### config.mk
export PLATFORM = sky130hd
export DESIGN_NAME = fmeasurement_gated_flat
export DESIGN_NICKNAME = d
export VERILOG_FILES = /design/src/rtl/fmeasurement_gated_pkg.sv /design/src/rtl/fmeasurement_gated_if.sv /design/src/rtl/fmeasurement_gated_ref_edge_sync.sv /design/src/rtl/fmeasurement_gated.sv /design/src/flat_wrapper.sv
export SDC_FILE = /design/constraint.sdc
export NUM_CORES = 1
export LEC_CHECK = 0
export BUFFER_PORTS_ARGS = -buffer_cell sky130_fd_sc_hd__buf_4
export CORE_MARGIN = 5
export CORE_UTILIZATION = 50
export CTS_BUF_LIST = sky130_fd_sc_hd__clkbuf_4 sky130_fd_sc_hd__clkbuf_8
export DETAILED_ROUTE_END_ITERATION = 7
export GPL_TIMING_DRIVEN = 0
export PLACE_DENSITY = 0.78
export SLEW_MARGIN = 10
export SYNTH_ARGS = -nofsm -noshare
export SYNTH_HDL_FRONTEND = slang
export SYNTH_SLANG_ARGS = --single-unit
### constraint.sdc
create_clock -name clk -period 3.7 [get_ports clk]
set_clock_uncertainty 0.15 [all_clocks]
set_input_delay 0.185 -clock clk [delete_from_list [all_inputs] [get_ports clk]]
set_output_delay 0.185 -clock clk [all_outputs]
set_load 0.005 [all_outputs]
### src/rtl/fmeasurement_gated_pkg.sv
// Shared definitions for the gated frequency meter: FSM state encoding and
// the divided-clock tap positions.
package fmeasurement_gated_pkg;

    typedef enum logic [1:0] {
        ST_IDLE  = 2'd0,
        ST_ARM   = 2'd1,
        ST_COUNT = 2'd2
    } state_e;

    // Divider bit tapped for each div_select code (00/01/10/11).
    localparam logic [2:0] DIV_TAP_0 = 3'd1;
    localparam logic [2:0] DIV_TAP_1 = 3'd3;
    localparam logic [2:0] DIV_TAP_2 = 3'd5;
    localparam logic [2:0] DIV_TAP_3 = 3'd7;

    // Maps a div_select code to the divider bit index.
    function automatic logic [2:0] div_tap(input logic [1:0] sel);
        logic [2:0] tap;
        case (sel)
            2'b00:   tap = DIV_TAP_0;
            2'b01:   tap = DIV_TAP_1;
            2'b10:   tap = DIV_TAP_2;
            default: tap = DIV_TAP_3;
        endcase
        return tap;
    endfunction

endpackage

### src/rtl/fmeasurement_gated_if.sv
// Result channel of the frequency meter: latched count, flags and the
// valid/ready handshake towards the readout logic.
interface fmeasurement_gated_if #(
    parameter int LENGTH = 24
);
    logic [LENGTH-1:0] result;
    logic              result_overflow;
    logic              result_valid;
    logic              result_ready;
    logic              result_lost;

    // Meter side: produces results, observes ready.
    modport master (
        output result, result_overflow, result_valid, result_lost,
        input  result_ready
    );

    // Readout side: consumes results, drives ready.
    modport slave (
        input  result, result_overflow, result_valid, result_lost,
        output result_ready
    );
endinterface

### src/rtl/fmeasurement_gated_ref_edge_sync.sv
// Reference-pulse front end: optional synchroniser into the measured clock
// domain followed by a rising-edge detector.
module ref_edge_sync #(
    parameter int SYNC_STAGES = 2
) (
    input  logic clk,
    input  logic reset,
    input  logic ref_i,
    input  logic sync_select_i,
    output logic edge_o
);
    logic [SYNC_STAGES-1:0] sync_q;
    logic                   ref_d_q;
    logic                   ref_f;

    // Shift the asynchronous reference through the synchroniser chain.
    always_ff @(posedge clk or posedge reset) begin
        // NOTE: sequential state uses non-blocking assignments so every stage samples the pre-edge value.
        if (reset) begin
            sync_q <= '0;
        end else begin
            sync_q <= {sync_q[SYNC_STAGES-2:0], ref_i};
        end
    end

    // Select raw or synchronised reference.
    always_comb begin
        ref_f = sync_select_i ? sync_q[SYNC_STAGES-1] : ref_i;
    end

    // Delay the selected reference by one cycle for edge detection.
    always_ff @(posedge clk or posedge reset) begin
        if (reset) begin
            ref_d_q <= 1'b0;
        end else begin
            ref_d_q <= ref_f;
        end
    end

    assign edge_o = ref_f & ~ref_d_q;

endmodule

### src/rtl/fmeasurement_gated.sv
// Gated frequency meter: counts clk cycles over a programmable number of
// reference periods, single-shot or continuous, with a saturating counter,
// a valid/ready result register and a free-running divided debug clock.
module fmeasurement_gated
    import fmeasurement_gated_pkg::*;
#(
    parameter int LENGTH      = 24,
    parameter int GATE_W      = 4,
    parameter int SYNC_STAGES = 2
) (
    input  logic              clk,
    input  logic              reset,
    input  logic              enable,
    input  logic              continuous,
    input  logic              sync_select,
    input  logic [GATE_W-1:0] gate_periods,
    input  logic              ref_in,
    input  logic [1:0]        div_select,
    fmeasurement_gated_if.master res_if,
    output logic              busy,
    output logic              divided_clk
);
    localparam logic [LENGTH-1:0] CNT_MAX = '1;

    state_e            state_q, state_d;
    logic [LENGTH-1:0] cnt_q, cnt_d;
    logic [GATE_W-1:0] per_q, per_d;
    logic [GATE_W-1:0] gate_q, gate_d;
    logic              ovf_q, ovf_d;
    logic              single_done_q, single_done_d;
    logic              enable_q;
    logic [LENGTH-1:0] result_q, result_d;
    logic              result_ovf_q, result_ovf_d;
    logic              valid_q, valid_d;
    logic              lost_q, lost_d;
    logic [7:0]        divcnt_q;

    logic              ref_edge;
    logic              complete;
    logic              cnt_sat;
    logic [LENGTH-1:0] cnt_inc;
    logic [GATE_W-1:0] gate_tgt;

    ref_edge_sync #(
        .SYNC_STAGES(SYNC_STAGES)
    ) u_ref_edge_sync (
        .clk          (clk),
        .reset        (reset),
        .ref_i        (ref_in),
        .sync_select_i(sync_select),
        .edge_o       (ref_edge)
    );

    // Saturating increment and the effective gate length (0 behaves as 1).
    assign cnt_sat  = (cnt_q == CNT_MAX);
    assign cnt_inc  = cnt_sat ? CNT_MAX : cnt_q + LENGTH'(1);
    assign gate_tgt = (gate_q == '0) ? GATE_W'(1) : gate_q;

    // Next-state logic for the FSM, counters and result register.
    always_comb begin
        // NOTE: every _d defaults to its _q first so no path leaves a latch behind.
        state_d       = state_q;
        cnt_d         = cnt_q;
        per_d         = per_q;
        gate_d        = gate_q;
        ovf_d         = ovf_q;
        single_done_d = single_done_q;
        result_d      = result_q;
        result_ovf_d  = result_ovf_q;
        valid_d       = valid_q;
        lost_d        = lost_q;
        complete      = 1'b0;

        case (state_q)
            ST_IDLE: begin
                if (enable && (continuous || !single_done_q)) begin
                    state_d = ST_ARM;
                end
            end
            ST_ARM: begin
                if (ref_edge) begin
                    state_d = ST_COUNT;
                    cnt_d   = LENGTH'(1);
                    per_d   = GATE_W'(1);
                    ovf_d   = 1'b0;
                    gate_d  = gate_periods;
                end
            end
            ST_COUNT: begin
                if (ref_edge && (per_q == gate_tgt)) begin
                    complete = 1'b1;
                    if (continuous) begin
                        cnt_d  = LENGTH'(1);
                        per_d  = GATE_W'(1);
                        ovf_d  = 1'b0;
                        gate_d = gate_periods;
                    end else begin
                        state_d       = ST_IDLE;
                        single_done_d = 1'b1;
                    end
                end else begin
                    // Intermediate edges and idle cycles both advance the count.
                    cnt_d = cnt_inc;
                    if (cnt_sat) begin
                        ovf_d = 1'b1;
                    end
                    if (ref_edge) begin
                        per_d = per_q + GATE_W'(1);
                    end
                end
            end
            default: begin
                state_d = ST_IDLE;
            end
        endcase

        // Dropping enable aborts any gate in progress; the result is kept.
        if (!enable) begin
            state_d       = ST_IDLE;
            single_done_d = 1'b0;
            complete      = 1'b0;
        end

        if (complete) begin
            result_d     = cnt_q;
            result_ovf_d = ovf_q;
            valid_d      = 1'b1;
            if (valid_q && !res_if.result_ready) begin
                lost_d = 1'b1;
            end
        end else if (valid_q && res_if.result_ready) begin
            valid_d = 1'b0;
        end

        if (enable && !enable_q) begin
            lost_d = 1'b0;
        end
    end

    // State and datapath registers.
    always_ff @(posedge clk or posedge reset) begin
        if (reset) begin
            state_q       <= ST_IDLE;
            cnt_q         <= '0;
            per_q         <= '0;
            gate_q        <= '0;
            ovf_q         <= 1'b0;
            single_done_q <= 1'b0;
            enable_q      <= 1'b0;
            result_q      <= '0;
            result_ovf_q  <= 1'b0;
            valid_q       <= 1'b0;
            lost_q        <= 1'b0;
        end else begin
            state_q       <= state_d;
            cnt_q         <= cnt_d;
            per_q         <= per_d;
            gate_q        <= gate_d;
            ovf_q         <= ovf_d;
            single_done_q <= single_done_d;
            enable_q      <= enable;
            result_q      <= result_d;
            result_ovf_q  <= result_ovf_d;
            valid_q       <= valid_d;
            lost_q        <= lost_d;
        end
    end

    // Free-running divider for the debug clock, independent of enable.
    always_ff @(posedge clk or posedge reset) begin
        if (reset) begin
            divcnt_q <= '0;
        end else begin
            divcnt_q <= divcnt_q + 8'd1;
        end
    end

    assign divided_clk            = ~divcnt_q[div_tap(div_select)];
    assign busy                   = (state_q == ST_ARM) || (state_q == ST_COUNT);
    assign res_if.result          = result_q;
    assign res_if.result_overflow = result_ovf_q;
    assign res_if.result_valid    = valid_q;
    assign res_if.result_lost     = lost_q;

endmodule

### src/flat_wrapper.sv
// flat-port wrapper written by rule: the top's interface ports become plain ports
module fmeasurement_gated_flat import fmeasurement_gated_pkg::*;
#(
    parameter int LENGTH      = 24,
    parameter int GATE_W      = 4,
    parameter int SYNC_STAGES = 2
)
  (clk, reset, enable, continuous, sync_select, gate_periods, ref_in, div_select, busy, divided_clk, res_if_result, res_if_result_overflow, res_if_result_valid, res_if_result_lost, res_if_result_ready);
  fmeasurement_gated_if #(.LENGTH(LENGTH)) res_if_i ();
  input  logic clk;
  input  logic reset;
  input  logic enable;
  input  logic continuous;
  input  logic sync_select;
  input  logic [GATE_W-1:0] gate_periods;
  input  logic ref_in;
  input  logic [1:0] div_select;
  output logic busy;
  output logic divided_clk;
  output wire logic [$bits(res_if_i.result)-1:0] res_if_result;
  output wire logic [$bits(res_if_i.result_overflow)-1:0] res_if_result_overflow;
  output wire logic [$bits(res_if_i.result_valid)-1:0] res_if_result_valid;
  output wire logic [$bits(res_if_i.result_lost)-1:0] res_if_result_lost;
  input wire logic [$bits(res_if_i.result_ready)-1:0] res_if_result_ready;
  assign res_if_result = res_if_i.result;
  assign res_if_result_overflow = res_if_i.result_overflow;
  assign res_if_result_valid = res_if_i.result_valid;
  assign res_if_result_lost = res_if_i.result_lost;
  assign res_if_i.result_ready = res_if_result_ready;
  fmeasurement_gated #(.LENGTH(LENGTH), .GATE_W(GATE_W), .SYNC_STAGES(SYNC_STAGES)) u_core (.clk(clk), .reset(reset), .enable(enable), .continuous(continuous), .sync_select(sync_select), .gate_periods(gate_periods), .ref_in(ref_in), .div_select(div_select), .res_if(res_if_i), .busy(busy), .divided_clk(divided_clk));
endmodule
==> results.json <==
{
  "clkPwrFrac": 0.273,
  "grt.busiest_layer": "met2",
  "irDropWorstVdd_uv": 207.4,
  "cts.sinks": 75,
  "synth_nets": 368,
  "combPwrFrac": 0.309,
  "num_vias": 2973,
  "drcViolationCount": 0,
  "max_slew.worst_pin.slew_ns": 0.8383,
  "internal_power_mw": 1.415,
  "ioPinCount": 42,
  "drt-initial-drc-count": 254,
  "slew_headroom": 0.4365,
  "critPathMaxStageDelay_ns": 0.66,
  "syn_area_um2": 3737,
  "cts_max_level": 3,
  "met1_usage": 0.2516,
  "ys_ff_latch": 75,
  "r2r_slack_ns": 1.05,
  "crit_end": "u_core.res_if.result[4]",
  "die-area_um2": 9304,
  "synth.top_cell.area_share": 0.5022,
  "rsz0062_at_grt": "false",
  "ant_nets": 0,
  "dp_cells": 489,
  "grt_antenna_before_repair": 0,
  "cts_hold_buf": 9,
  "clockBufferDepth": 2,
  "hold_path_class": "in2reg",
  "core_region_area_um2": 7253,
  "fp.dieH_um": 96.46,
  "clk_pin_slew_ns": 0.09,
  "grt_pass1_wl_mm": 13.81,
  "max_clock_freq_mhz": 370.0,
  "crit_type": "in2reg",
  "die_w_um": 96.46,
  "grt_pass1_vias": 2913,
  "min_period_ns": 2.703,
  "yosysTopAreaCell": "dfrtp_1",
  "final_nets": 430,
  "hold_viol": 0,
  "maxCapViolCount": 0,
  "area_delta_synth_final_pct": 20.02,
  "power.share.switching": 0.3642,
  "ctsResizeCount": 0,
  "p_seq_frac": 0.418,
  "clk_latency_ns": 0.36,
  "port_buffers": 41,
  "avgSynthCellArea_um2": 10.74,
  "report.final.slew_viol_count": 0,
  "worstPathMaxFanout": 10,
  "drt-pass1-iter-count": 5,
  "synth-main-ff-cell": "dfrtp_1",
  "yosysMostFrequentCell": "dfrtp_1",
  "leakagePower_nw": 2.001,
  "final_cells": 514,
  "cts_tree": "yes",
  "cts_root_buffer": "clkbuf_8",
  "power_density_nw_per_um2": 496.3,
  "ys_seq_area_frac": 0.5022,
  "worstPathRequired_ns": 3.79,
  "tns_ns": 0,
  "r2r-start": "u_core.state_q[0]",
  "post-dp-hpwl_mm": 5.847,
  "synth_edf_count": 0,
  "crit_path_top_delay_cell": "nor4_4",
  "ys_top_cells_by_count": "dfrtp_1, inv_1, mux2_2",
  "yosysWarningCount": 0,
  "synthTopCellsByArea": "dfrtp_1, mux2_2, a211oi_1",
  "r2r_end": "u_core.res_if.result[4]",
  "cts_setup_buffers": 0,
  "ys_types": 50,
  "viasPerCell": 5.784,
  "met3_usage": 0.04880,
  "gp_congestion": 0.9014,
  "timing.reg2reg.worst_path_depth": 7,
  "cp_num_buf_inv": 5,
  "grtUsageTotal": 0.1939,
  "use_met2": 0.3172,
  "period_share": 0.7305,
  "synth_cells": 348,
  "rows": 31,
  "startpoint": "sync_select",
  "numCtsBuffers": 9,
  "antenna_cells": 0,
  "grt_max_degree": 66,
  "cp_cell_sequence": "dlygate4sd3_1 > buf_4 > mux2i_1 > inv_1 > nand2b_1 > clkbuf_1 > nor4_4 > buf_2 > mux2_2",
  "overflow": 0,
  "cp-end-kind": "register",
  "cp.depth": 9,
  "drive_gt1_frac": 0.2602,
  "setup_viol": 0,
  "p_sw_mw": 0.8108,
  "wirelength_mm": 8.329,
  "run_status": "finished clean",
  "cp.arrival_ns": 2.80,
  "synthArstFlopShare": 1.000,
  "routedWlPerCell_um": 16.20,
  "path_delay_family": "buffers and inverters",
  "startpoint_type": "input port",
  "floorplan.initialDensity": 0.5153
}
-- routing by layer --
layer	up-vias	share of wire
met3	15	0.050
li1	1408	-
met2	98	0.51
met1	1452	0.43
met4	0	0.014
met5	-	0
-- flip-flops by register name, indices dropped and copies added, names as in the netlist --
signal	cells
u_core.u_ref_edge_sync.sync_q	2
u_core.per_q	4
u_core.enable_q	1
u_core.state_q	2
u_core.ovf_q	1
u_core.res_if.result	24
u_core.gate_q	4
u_core.u_ref_edge_sync.ref_d_q	1
u_core.res_if.result_valid	1
u_core.divcnt_q	8
u_core.res_if.result_overflow	1
u_core.single_done_q	1
u_core.res_if.result_lost	1
u_core.cnt_q	24
-- worst min-delay path by stage --
stage / start / endpoint / slack (ns) / cells past startpoint
3_3_place_gp: ref_in / u_core.u_ref_edge_sync.sync_q[0] / 0.15 / 1
6_report: continuous / u_core.state_q[1] / 0.12 / 3
2_1_floorplan: enable / u_core.enable_q / 0.07 / 0
3_5_place_dp: reset / u_core.u_ref_edge_sync.ref_d_q / -0.04 / 2
5_1_grt: continuous / u_core.state_q[1] / 0.14 / 3
4_1_cts: continuous / u_core.state_q[1] / 0.1 / 3
-- through the flow --
stage	power [mW]	worst slack, ns	cell area (um2)	utilization	hold slack, ns
CTS	2.236	0.8835	4479	0.6176	0.09918
detailed placement	1.616	0.8872	4199	0.5789	-0.03830
floorplan	1.429	1.431	3737	-	0.06643
global placement	1.584	0.5936	4169	0.5748	0.1543
global route	2.351	0.7769	4486	0.6184	0.1361
finish	2.226	0.9972	4486	0.6184	0.1173
-- cells in the final DEF, fill, tap and decap left out, types with 2 or more instances in the layout --
| cell | netlist | final |
|---|---|---|
| dfrtp_1 | 75 | 75 |
| buf_4 | 0 | 41 |
| mux2_2 | 29 | 29 |
| inv_1 | 29 | 28 |
| nand2_1 | 27 | 27 |
| a211oi_1 | 17 | 17 |
| nand3_1 | 15 | 15 |
| o21ai_0 | 12 | 12 |
| o22ai_1 | 11 | 11 |
| nor2_1 | 9 | 9 |
| xnor2_1 | 9 | 9 |
| buf_2 | 9 | 9 |
| clkbuf_8 | 0 | 9 |
| dlygate4sd3_1 | 0 | 9 |
| a31oi_1 | 8 | 8 |
| nor3_1 | 7 | 7 |
| a21oi_1 | 7 | 7 |
| o2bb2ai_1 | 7 | 7 |
| ha_1 | 7 | 7 |
| clkbuf_1 | 5 | 5 |
| and3_1 | 5 | 5 |
| nor4_1 | 5 | 4 |
| a211o_1 | 4 | 4 |
| nand4_1 | 4 | 4 |
| o21a_1 | 4 | 4 |
| inv_6 | 0 | 4 |
| or3_1 | 3 | 3 |
| and2_1 | 3 | 3 |
| or4_1 | 3 | 3 |
| o22a_1 | 3 | 3 |
| a22o_1 | 3 | 3 |
| nor4b_1 | 2 | 2 |
| mux2i_1 | 2 | 2 |
| nand2b_1 | 2 | 2 |
| nor4_2 | 1 | 2 |
| and4_1 | 2 | 2 |
| xor2_1 | 2 | 2 |
| inv_8 | 0 | 2 |
-- worst min-delay path, cell delays in order --
cell and delay [ns]:
buf_4 0.11, o221a_2 0.21, mux2i_1 0.08
-- cell type report --
| cell class | count | area, um2 |
|---|---|---|
| Inverter | 29 | 111.4 |
| Timing Repair Buffer | 51 | 425.4 |
| Clock buffer | 9 | 123.9 |
| Tap cell | 99 | 123.9 |
| Fill cell | 608 | 2768 |
| Multi-Input combinational cell | 228 | 1685 |
| Clock inverter | 7 | 66.31 |
| Sequential cell | 75 | 1877 |
| Buffer | 16 | 72.57 |
-- power groups by stage --
stage	Clock (mW)	Sequential (mW)	Combinational (mW)
5_1_grt	0.666	0.939	0.746
2_1_floorplan	0	0.929	0.500
3_5_place_dp	0	0.947	0.669
6_report	0.608	0.931	0.687
3_3_place_gp	0	0.941	0.644
4_1_cts	0.625	0.930	0.681
-- cell families after synthesis --
family	after synthesis	synth area share
and+or+nand+nor	93	0.1386
AOI/OAI and AO/OA	85	0.1627
DFF	75	0.5022
buffers and inverters	45	0.04854
muxes	32	0.09876
xor gates and xnor gates	11	0.02578
adders and majority gates	7	0.02343
Note: power is estimated with default switching activity, not from simulation.
